### src/rtl/sw_debouncer.sv
`default_nettype none
// ============================================================================
// Module      : sw_debouncer
// Description : Synchronises and debounces the board switches. Each bit has a
//               stable-sample counter that advances on a shared prescaler
//               tick. The block provides a clean switch vector, one-cycle
//               rise/fall pulses and, optionally, sticky change flags with
//               an interrupt.
//               Optional feature macro: SW_DEBOUNCER_EDGE_IRQ_EN
//                 defined   -> chg_flags / irq are implemented
//                 undefined -> chg_flags / irq are tied to 0, clr_flags unused
// Revision    : 1.0 - initial release
// ============================================================================
module sw_debouncer #(
    parameter int N_SW           = 16,
    parameter int PRESCALE       = 100000,
    parameter int STABLE_SAMPLES = 10,
    parameter int SYNC_STAGES    = 2
) (
    input  logic            clk,
    input  logic            rst,        // asynchronous, active low
    input  logic [N_SW-1:0] sw_raw,
    input  logic [N_SW-1:0] clr_flags,
    output logic [N_SW-1:0] sw_db,
    output logic [N_SW-1:0] sw_rise,
    output logic [N_SW-1:0] sw_fall,
    output logic [N_SW-1:0] chg_flags,
    output logic            irq
);

    localparam int c_PS_W  = (PRESCALE > 1) ? $clog2(PRESCALE) : 1;
    localparam int c_CNT_W = $clog2(STABLE_SAMPLES);

    localparam logic [c_PS_W-1:0]  c_PS_LAST  = c_PS_W'(PRESCALE - 1);
    localparam logic [c_CNT_W-1:0] c_CNT_LAST = c_CNT_W'(STABLE_SAMPLES - 1);

    logic [N_SW-1:0]   r_sync [SYNC_STAGES];
    logic [N_SW-1:0]   w_sw_sync;
    logic [c_PS_W-1:0] r_ps_cnt;
    logic              w_tick;
    logic [N_SW-1:0]   w_db;
    logic [N_SW-1:0]   r_db_d;
    logic [N_SW-1:0]   w_rise;
    logic [N_SW-1:0]   w_fall;

    // Multi-stage synchroniser bringing the raw pins into the clk domain
    always_ff @(posedge clk or negedge rst) begin
        if (!rst) begin
            for (int s = 0; s < SYNC_STAGES; s++) begin
                r_sync[s] <= '0;
            end
        end else begin
            r_sync[0] <= sw_raw;
            for (int s = 1; s < SYNC_STAGES; s++) begin
                r_sync[s] <= r_sync[s-1];
            end
        end
    end

    assign w_sw_sync = r_sync[SYNC_STAGES-1];

    // Free-running prescaler; the tick marks the last count of each period
    always_ff @(posedge clk or negedge rst) begin
        if (!rst) begin
            r_ps_cnt <= '0;
        end else if (w_tick) begin
            r_ps_cnt <= '0;
        end else begin
            r_ps_cnt <= r_ps_cnt + c_PS_W'(1);
        end
    end

    assign w_tick = (r_ps_cnt == c_PS_LAST);

    // One stable-sample counter per switch. A sample that agrees with the
    // current debounced value restarts the count, so only an unbroken run of
    // differing samples is able to flip the output.
    generate
        for (genvar i = 0; i < N_SW; i++) begin : g_bit
            logic [c_CNT_W-1:0] r_cnt;
            logic               r_db_bit;

            // Stable-sample counter and debounced bit, advanced on tick only
            always_ff @(posedge clk or negedge rst) begin
                if (!rst) begin
                    r_cnt    <= '0;
                    r_db_bit <= 1'b0;
                end else if (w_tick) begin
                    if (w_sw_sync[i] == r_db_bit) begin
                        r_cnt <= '0;
                    end else if (r_cnt == c_CNT_LAST) begin
                        r_db_bit <= w_sw_sync[i];
                        r_cnt    <= '0;
                    end else begin
                        r_cnt <= r_cnt + c_CNT_W'(1);
                    end
                end
            end

            assign w_db[i] = r_db_bit;
        end
    endgenerate

    // Delayed copy of the debounced vector for edge detection
    always_ff @(posedge clk or negedge rst) begin
        if (!rst) begin
            r_db_d <= '0;
        end else begin
            r_db_d <= w_db;
        end
    end

    // Both operands are flops, so the pulses are clean for exactly one cycle
    assign w_rise  = w_db & ~r_db_d;
    assign w_fall  = ~w_db & r_db_d;

    assign sw_db   = w_db;
    assign sw_rise = w_rise;
    assign sw_fall = w_fall;

`ifdef SW_DEBOUNCER_EDGE_IRQ_EN
    logic [N_SW-1:0] r_chg;
    logic            r_irq;

    // Sticky change flags; a new edge overrides a coincident clear
    always_ff @(posedge clk or negedge rst) begin
        if (!rst) begin
            r_chg <= '0;
        end else begin
            r_chg <= (r_chg & ~clr_flags) | w_rise | w_fall;
        end
    end

    // Interrupt is the registered OR of all change flags
    always_ff @(posedge clk or negedge rst) begin
        if (!rst) begin
            r_irq <= 1'b0;
        end else begin
            r_irq <= |r_chg;
        end
    end

    assign chg_flags = r_chg;
    assign irq       = r_irq;
`else
    // Flag logic absent: outputs held low and the clear strobe is ignored
    logic w_unused_clr;

    assign w_unused_clr = ^clr_flags;
    assign chg_flags    = '0;
    assign irq          = 1'b0;
`endif

endmodule
`default_nettype wire

### config.mk
export PLATFORM = sky130hd
export DESIGN_NAME = sw_debouncer
export DESIGN_NICKNAME = d
export VERILOG_FILES = /design/src/rtl/sw_debouncer.sv
export SDC_FILE = /design/constraint.sdc
export NUM_CORES = 1
export LEC_CHECK = 0
export BUFFER_PORTS_ARGS = -buffer_cell sky130_fd_sc_hd__clkbuf_2
export CAP_MARGIN = 10
export CORE_MARGIN = 1.5
export CORE_UTILIZATION = 35
export CTS_CLUSTER_SIZE = 10
export DETAILED_ROUTE_END_ITERATION = 10
export PLACE_DENSITY_LB_ADDON = 0.08
export SLEW_MARGIN = 20
export SYNTH_ARGS = -nofsm -noshare
export SYNTH_HDL_FRONTEND = slang
export SYNTH_SLANG_ARGS = --single-unit
### constraint.sdc
create_clock -name clk -period 2.95 [get_ports clk]
set_input_delay 0.885 -clock clk [delete_from_list [all_inputs] [get_ports clk]]
set_output_delay 0.885 -clock clk [all_outputs]
set_load 0.05 [all_outputs]
### Yosys cells after proc, flatten, opt, wreduce, memory -nomap -nowiden

Index checks and enable logic that the tools add are counted.

| word-level totals | value |
|---|---|
| bits in registers | 145 |
| bits of input ports | 34 |
| output and inout port bits | 65 |
| logic and storage cells | 155 |

| cells by class | value |
|---|---|
| add/subtract/negate cells | 17 |
| eq/ne operators | 33 |
| multiplexer cells | 33 |
| bitwise gates (word level) | 20 |
| reduce and logical (&&, ||, !) cells | 16 |

Operator list:

| operator | number |
|---|---|
| 2-to-1 mux 4 bit | 32 |
| adder 4 x 1 -> 4 bit (second input constant) | 16 |
| equality test 4 bit (second input constant) | 16 |
| AND reduction 3 bit | 16 |
| bitwise AND 16 bit | 2 |
| inverter 16 bit | 2 |
| adder 17 x 1 -> 17 bit (second input constant) | 1 |
| equality test 17 bit (second input constant) | 1 |
| 2-to-1 mux 17 bit | 1 |
| equality test 1 bit | 16 |
| inverter 1 bit | 16 |

### Longest topological paths before layout

Gate-level depths: netlist of the first run.

| logic depth | value |
|---|---|
| depth in word-level cells | 3 |
| mapped depth | 8 |
| gate-level depth less buffers | 6 |

### Least setup slack after synthesis of the first run

Ideal clock, no wire load.

| timing | value |
|---|---|
| path kind | register -> register |
| start | reg r_ps_cnt[12] |
| end | reg g_bit[0].r_cnt[1] |
| setup time | 75 ps |
| data arrival time | 2,238 ps |
| data required time | 2,875 ps |
| slack | 637 ps |
| stages on the path, launching flop included | 7 |
| buffers on the path | 2 |
| cells stage by stage | dfrtp_1 > or4b_4 > or4_1 > buf_2 > buf_6 > or4_4 > o21ai_2 |

| on the way | value |
|---|---|
| word-level cells in the longest chain between the ends | 1 |

Ends and longest elaborated chain:

| item | line | text |
|---|---|---|
| start, declared | 39 | `logic [c_PS_W-1:0] r_ps_cnt;` |
| start signal, assigned | 69 | `r_ps_cnt <= r_ps_cnt + c_PS_W'(1);` |
| equality test 17 bit | 73 | `assign w_tick = (r_ps_cnt == c_PS_LAST);` |
| end signal, assigned | 95 | `r_cnt <= r_cnt + c_CNT_W'(1);` |
| end, declared | 80 | `logic [c_CNT_W-1:0] r_cnt;` |

Every way passes these cells.
A chain may end at the register's enable or synchronous reset.

### Final worst setup path of the first run

| timing | value |
|---|---|
| start | reg r_ps_cnt[12] |
| end | reg g_bit[12].r_cnt[1] |

| on the way | value |
|---|---|
| word-level cells in the longest chain between the ends | 1 |

Ends and longest elaborated chain:

| item | line |
|---|---|
| equality test 17 bit | 73 |
| end signal, assigned | 95 |
| end, declared | 80 |

Every way passes these cells.

==> results.toml, run 1 <==
[timing]
timing.fmax_ghz = 0.383
rsz0062_at_grt = "no"
setup_viol = 0
period_share = 0.885
worst_pin_slew_ns = 0.554
drv_slew = 0
hold_violations = 0
fin_worst_skew_ns = 0.00775
post-route-min-period_ns = 2.61
fin_setup_tns_ns = 0
slew-limit-headroom = 0.631
hold_slack_ns = 0.349

[route]
firstDrtPassIters = 4
ant_nets = 0
drt_iter0_markers = 157
drcViolationCount = 0
num_vias = 4589
wl_um = 12400
avgRoutedWirePerCell_um = 12.8
routed_via_density = 4.74

[floorplan]
io_pins = 99
rows = 50
die_area_um2 = 20300
coreArea_um2 = 18900
start_util = 0.361
die_w_um = 143
die_height_um = 143

[global_route]
track_usage = 0.132
grt_start_max_net_pins = 58
grt_overflow = 0
grt_pass1_wl_um = 21300
grt_pass1_vias = 4367
antenna_found_initial = 0

[worst_setup_path]
critical_path_arrival_ns = 2.93
crit_family = "simple AND/OR/NAND/NOR gates"
crit_path_start_kind = "register"
critPathBufInv = 1
r2r-start = "r_ps_cnt[12]"
crit_start = "r_ps_cnt[12]"
slowest_delay_ns = 0.71
end_kind = "register"
criticalPathCategory = "register to register"
required_ns = 3.27
path_max_fanout = 16
cp_slowest_cell = "or4_2"
cp_cell_sequence = "or4b_4 -> or4_2 -> buf_4 -> or4_1 -> o21ai_0"

[power]
p_leak_nw = 3.79
ir_drop_mv = 0.333
power.density_nw_per_um2 = 561
finalPower_mw = 4.50

[clock_tree]
insertion_delay_ns = 0.42
cts-root-buf = "clkbuf_16"
htreeDepth = 4
cts_resized = 0
holdBufCountCts = 0
numClockSinks = 145
cts.clk_slew.worst_paths_ns = 0.06
post_cts_buffers = 0
cts_tree = "done"
cts.path.max_buffers = 2
numCtsBuffers = 17

[synthesis]
yosysWarnings = 0
yosys_register_bits = 145
synth_top_family_by_area = "simple AND/OR/NAND/NOR gates"
muxShareOfSynthArea = 0.0264
synthTopCellsByArea = "dfrtp_1 53%, ha_1 6.1%, o21ai_0 4.5%"
synth_edf_count = 0
synthFlopType = "dfrtp_1"
netlist_instances = 630
synth-compound-area-share = 0.0842
netlist.area_leader.share = 0.532
synth_fa_ha_area_frac = 0.0606
synth.avg_cell_area_um2 = 10.8
ys_types = 44
synth-seq-area-share = 0.532
synth-xor-area-share = 0.0424
synth-simple-area-share = 0.197
synthArstFlopShare = 1.00
synth_top_cell_by_area = "dfrtp_1"
netlist_area_um2 = 6820

[job]
drv_cap = 0

[layout]
num_antenna_cells = 0
layout-drive-gt1-share = 0.181
syn2layout_area_growth_pct = 17.5
fin_nets = 763

[status]
status = "complete, no violations"

[place]
port_buffers = 65
place_hpwl_um = 8180
place_congestion = 0.786

[hold_path]
min_path_type = "register to register"
hp-start = "r_sync[23]"
## per-layer routing
| layer | vias to the layer above | track usage | share of wire |
|---|---|---|---|
| met3 | 9 | 0.0400 | 0.041 |
| met1 | 2212 | 0.177 | 0.49 |
| li1 | 2282 | - | - |
| met2 | 86 | 0.202 | 0.46 |
| met5 | - | 0 | 0 |
| met4 | 0 | 0.0450 | 0.010 |
## Yosys cell counts, drive strengths merged, types with 2 or more instances
| library cell | count |
|---|---|
| mux2 | 16 |
| nand2 | 50 |
| a21boi | 3 |
| ha | 33 |
| a21oi | 2 |
| inv | 19 |
| nor3b | 13 |
| xnor2 | 26 |
| and3b | 12 |
| nand3b | 3 |
| xor2 | 7 |
| nor2 | 31 |
| nand3 | 25 |
| clkbuf | 10 |
| buf | 36 |
| and4b | 3 |
| dfrtp | 145 |
| or4b | 2 |
| o31ai | 15 |
| o211ai | 3 |
| a21o | 4 |
| nor2b | 32 |
| nand2b | 12 |
| o21ai | 70 |
| nor4 | 10 |
| nand4 | 5 |
| nand4bb | 2 |
| nor3 | 16 |
| or4 | 17 |
## where the power goes
part / switching [mW] / total (mW) / internal [mW]
logic: 0.108 / 0.136 / 0.0285
clock network: 0.795 / 2.34 / 1.54
registers: 0.0108 / 2.02 / 2.01
total: 0.914 / 4.50 / 3.58
## logic make-up (layout without fill, tap and decap cells)
kind of cell | Yosys count | count (layout)
AND/OR/NAND/NOR | 237 | 237
flip-flops | 145 | 145
AO/OA/AOI/OAI | 100 | 100
buffers and inverters | 65 | 127
adder cells (fa/ha/maj) | 33 | 33
XOR/XNOR | 33 | 33
multiplexers | 16 | 16
other | 1 | 17
## worst reg2reg max path, stage by stage, from the launching register on
cell,delay [ns]
dfrtp_1,0.40
or4b_4,0.58
or4_2,0.71
buf_4,0.24
or4_1,0.50
o21ai_0,0.10
## layout make-up
cell class,instances,area [um^2]
clock buffer,22,464
clock inverter,9,180
tap,260,325
inverter,19,71.3
multi-input combinational,436,2880
timing repair buffer,77,459
sequential,145,3630
fill,1805,10900
## cells in the final DEF, fill, tap and decap left out, types with 15 or more instances in the layout
master / instances
nor2_1: 31
o21ai_0: 61
nor2b_1: 32
ha_1: 33
conb_1: 17
nand3_1: 25
xnor2_1: 26
clkbuf_2: 64
clkbuf_16: 17
o31ai_1: 15
mux2_2: 16
nor3_1: 16
nand2_1: 50
dfrtp_1: 145
or4_1: 15
inv_1: 19
## registers in the layout, indices dropped and copies added, names as in the netlist
name / cells
g_bit.r_cnt: 64
g_bit.r_db_bit: 16
r_db_d: 16
r_sync: 16
w_sw_sync: 16
r_ps_cnt: 17
## final timing paths
kind	cells past startpoint	slack [ns]	end
min reg2reg	0	0.35	w_sw_sync[7]
max in group asynchronous	2	1.86	g_bit[14].r_cnt[0]
min	0	0.35	w_sw_sync[7]
max reg2reg	5	0.34	g_bit[12].r_cnt[1]
min in group asynchronous	1	0.45	w_sw_sync[8]
max	5	0.34	g_bit[12].r_cnt[1]
## through the flow
stage	setup WS [ns]	cells	utilization	cell area [um^2]
floorplan	0.637	646	-	6880
global placement	0.368	937	0.390	7370
detailed placement	0.338	937	0.390	7370
CTS	0.332	968	0.424	8010
global route	0.255	968	0.424	8010
finish	0.339	968	0.424	8010
Power figures use the tool's default switching activity.
==> run 2, diff against run 1 <==
- ABC_AREA: not set -> 1
- CORE_MARGIN: 1.5 -> 4
==> run 2 against run 1 <==
Cell area increased by 8.1%. Worst setup slack better by 0.39 ns. Clock power about the same. Cell count rose by 25%. Sequential power about the same. First-iteration DRC count grew 45%. Core utilization is 1.5 points lower. Area after synthesis increased by 11%. Worst hold slack lost 0.0021 ns. Largest cell class unchanged. Largest power group unchanged.
==> results.toml, run 2 <==
[worst_setup_path]
path_max_fanout = 6
end_kind = "output port"
required_ns = 2.07
ff2ff_path_depth = 9
timing.rr.end = "g_bit[10].r_db_bit"
crit_family = "flip-flops"
r2r-start = "r_ps_cnt[0]"
slowest_delay_ns = 0.44
cp_slowest_cell = "dfrtp_1"
cp_cell_sequence = "inv_1 -> nor2_1 -> clkbuf_2"
critPathBufInv = 2
critical_path_arrival_ns = 1.34
criticalPathCategory = "register to output port"
reg2reg_slack_ns = 1.07
crit_path_start_kind = "register"

[layout]
biggestRegsByFlops = "g_bit.r_cnt (64), r_ps_cnt (17)"
layout-drive-gt1-share = 0.175
fin_nets = 992
largest_reg_flops = 64
syn2layout_area_growth_pct = 14.0
final_common_cell = "nand2_1"
regMostFlops = "g_bit.r_cnt"
layout_common_cells = "204 x nand2_1, 145 x dfrtp_1, 111 x nor2_1"
num_antenna_cells = 0

[clock_tree]
numClockSinks = 145
post_cts_buffers = 0
insertion_delay_ns = 0.41
cts.clk_slew.worst_paths_ns = 0.06
cts.path.max_buffers = 2
cts_resized = 0
cts_tree = "done"
cts-root-buf = "clkbuf_16"
htreeDepth = 4
holdBufCountCts = 0
numCtsBuffers = 17

[floorplan]
start_util = 0.359
coreArea_um2 = 21200
rows = 53
die_w_um = 155
io_pins = 99
die_height_um = 155
die_area_um2 = 24100

[timing]
fin_worst_skew_ns = 0.00813
slew-limit-headroom = 0.558
drv_slew = 0
period_share = 0.754
worst_pin_slew_ns = 0.659
timing.fmax_ghz = 0.450
rsz0062_at_grt = "no"
worst_slack_ns = 0.726
fin_setup_tns_ns = 0
post-route-min-period_ns = 2.22
setup_viol = 0
hold_violations = 0

[synthesis]
netlist_area_um2 = 7590
synth_top_cell_by_area = "dfrtp_1"
synthFlopType = "dfrtp_1"
yosysWarnings = 0
netlist_instances = 869
synth_most_common_cell = "nand2_1"
synth.avg_cell_area_um2 = 8.73
synth_common_cells = "204 x nand2_1, 145 x dfrtp_1, 111 x nor2_1, 102 x inv_1, 56 x nand3_1"
ys_types = 24
netlist.area_leader.share = 0.478
synthTopCellsByArea = "dfrtp_1 48%, nand2_1 10%, o21ai_2 6.2%"
synthArstFlopShare = 1.00
synth-seq-area-share = 0.478
synth_edf_count = 0
yosys_register_bits = 145

[place]
dp_slack_ns = 1.02
place_hpwl_um = 9240
port_buffers = 65
place_congestion = 0.761

[job]
drv_cap = 0

[route]
firstDrtPassIters = 4
wl_met2_um = 6350
avgRoutedWirePerCell_um = 11.3
drcViolationCount = 0
ant_nets = 0
top_layer_used = "met4"
dr_wl_met3_um = 476
routed_via_density = 4.40
wl_met1_um = 6750
drt_iter0_markers = 227
wl_um = 13700
num_vias = 5342

[hold_path]
min_path_type = "register to register"
worstHoldEndpoint = "w_sw_sync[13]"
hold_depth = 0
hp-start = "r_sync[29]"

[global_route]
grt_pass1_wl_um = 24100
grt_pass1_vias = 5005
grt_overflow = 0
grt_start_max_net_pins = 78
track_usage = 0.121
antenna_found_initial = 0

[power]
p_leak_nw = 4.31
ir_drop_mv = 0.367
power.density_nw_per_um2 = 521

[status]
status = "complete, no violations"
## run 2: routing by layer
metal,track usage,vias to the layer above
li1,-,2826
met1,0.164,2441
met2,0.193,66
met3,0.0314,9
met4,0.0338,0
met5,0,-
## run 2: cell families (layout without fill, tap and decap cells)
| logic type | Yosys count | count (layout) | synth area share |
|---|---|---|---|
| flip-flops | 145 | 145 | 0.478 |
| AO/OA/AOI/OAI | 66 | 66 | 0.0706 |
| AND/OR/NAND/NOR | 432 | 432 | 0.246 |
| adder cells (fa/ha/maj) | 33 | 33 | 0.0544 |
| XOR/XNOR | 35 | 35 | 0.0404 |
| other | 1 | 17 | 0.000494 |
| buffers and inverters | 157 | 210 | 0.110 |
## run 2: how the worst max path moves through the flow
stage	start	to	slack [ns]	cells past startpoint
4_1_cts	g_bit[0].r_db_bit	sw_rise[0]	0.69	3
2_1_floorplan	g_bit[0].r_db_bit	sw_rise[0]	0.97	2
3_3_place_gp	r_ps_cnt[0]	g_bit[9].r_db_bit	1.03	9
3_5_place_dp	r_ps_cnt[0]	g_bit[10].r_db_bit	1.02	9
6_report	g_bit[0].r_db_bit	sw_rise[0]	0.73	3
5_1_grt	g_bit[0].r_db_bit	sw_rise[0]	0.60	3
## run 2: per-stage QoR
| stage | hold WS, ns | std cells | cell area (um^2) | utilization | power [mW] |
|---|---|---|---|---|---|
| finish | 0.347 | 1213 | 8660 | 0.409 | 4.51 |
| detailed placement | 0.335 | 1181 | 8010 | 0.379 | 2.20 |
| floorplan | 0.331 | 885 | 7650 | - | 2.14 |
| global route | 0.355 | 1213 | 8660 | 0.409 | 4.70 |
| CTS | 0.348 | 1213 | 8660 | 0.409 | 4.60 |
| global placement | 0.332 | 1181 | 8010 | 0.379 | 2.20 |
## run 2: power breakdown
| part | total [mW] | switching [mW] | internal, mW |
|---|---|---|---|
| combinational | 0.134 | 0.110 | 0.0243 |
| clock | 2.35 | 0.804 | 1.55 |
| sequential | 2.02 | 0.0119 | 2.01 |
| total | 4.51 | 0.925 | 3.58 |
## run 2: cell type report
cell class / count / area [um^2]
Clock buffer: 23 / 468
Clock inverter: 9 / 179
Fill cell: 2161 / 12500
Inverter: 104 / 390
Multi-Input combinational cell: 583 / 3200
Sequential cell: 145 / 3630
Tap cell: 275 / 344
Timing Repair Buffer: 74 / 449
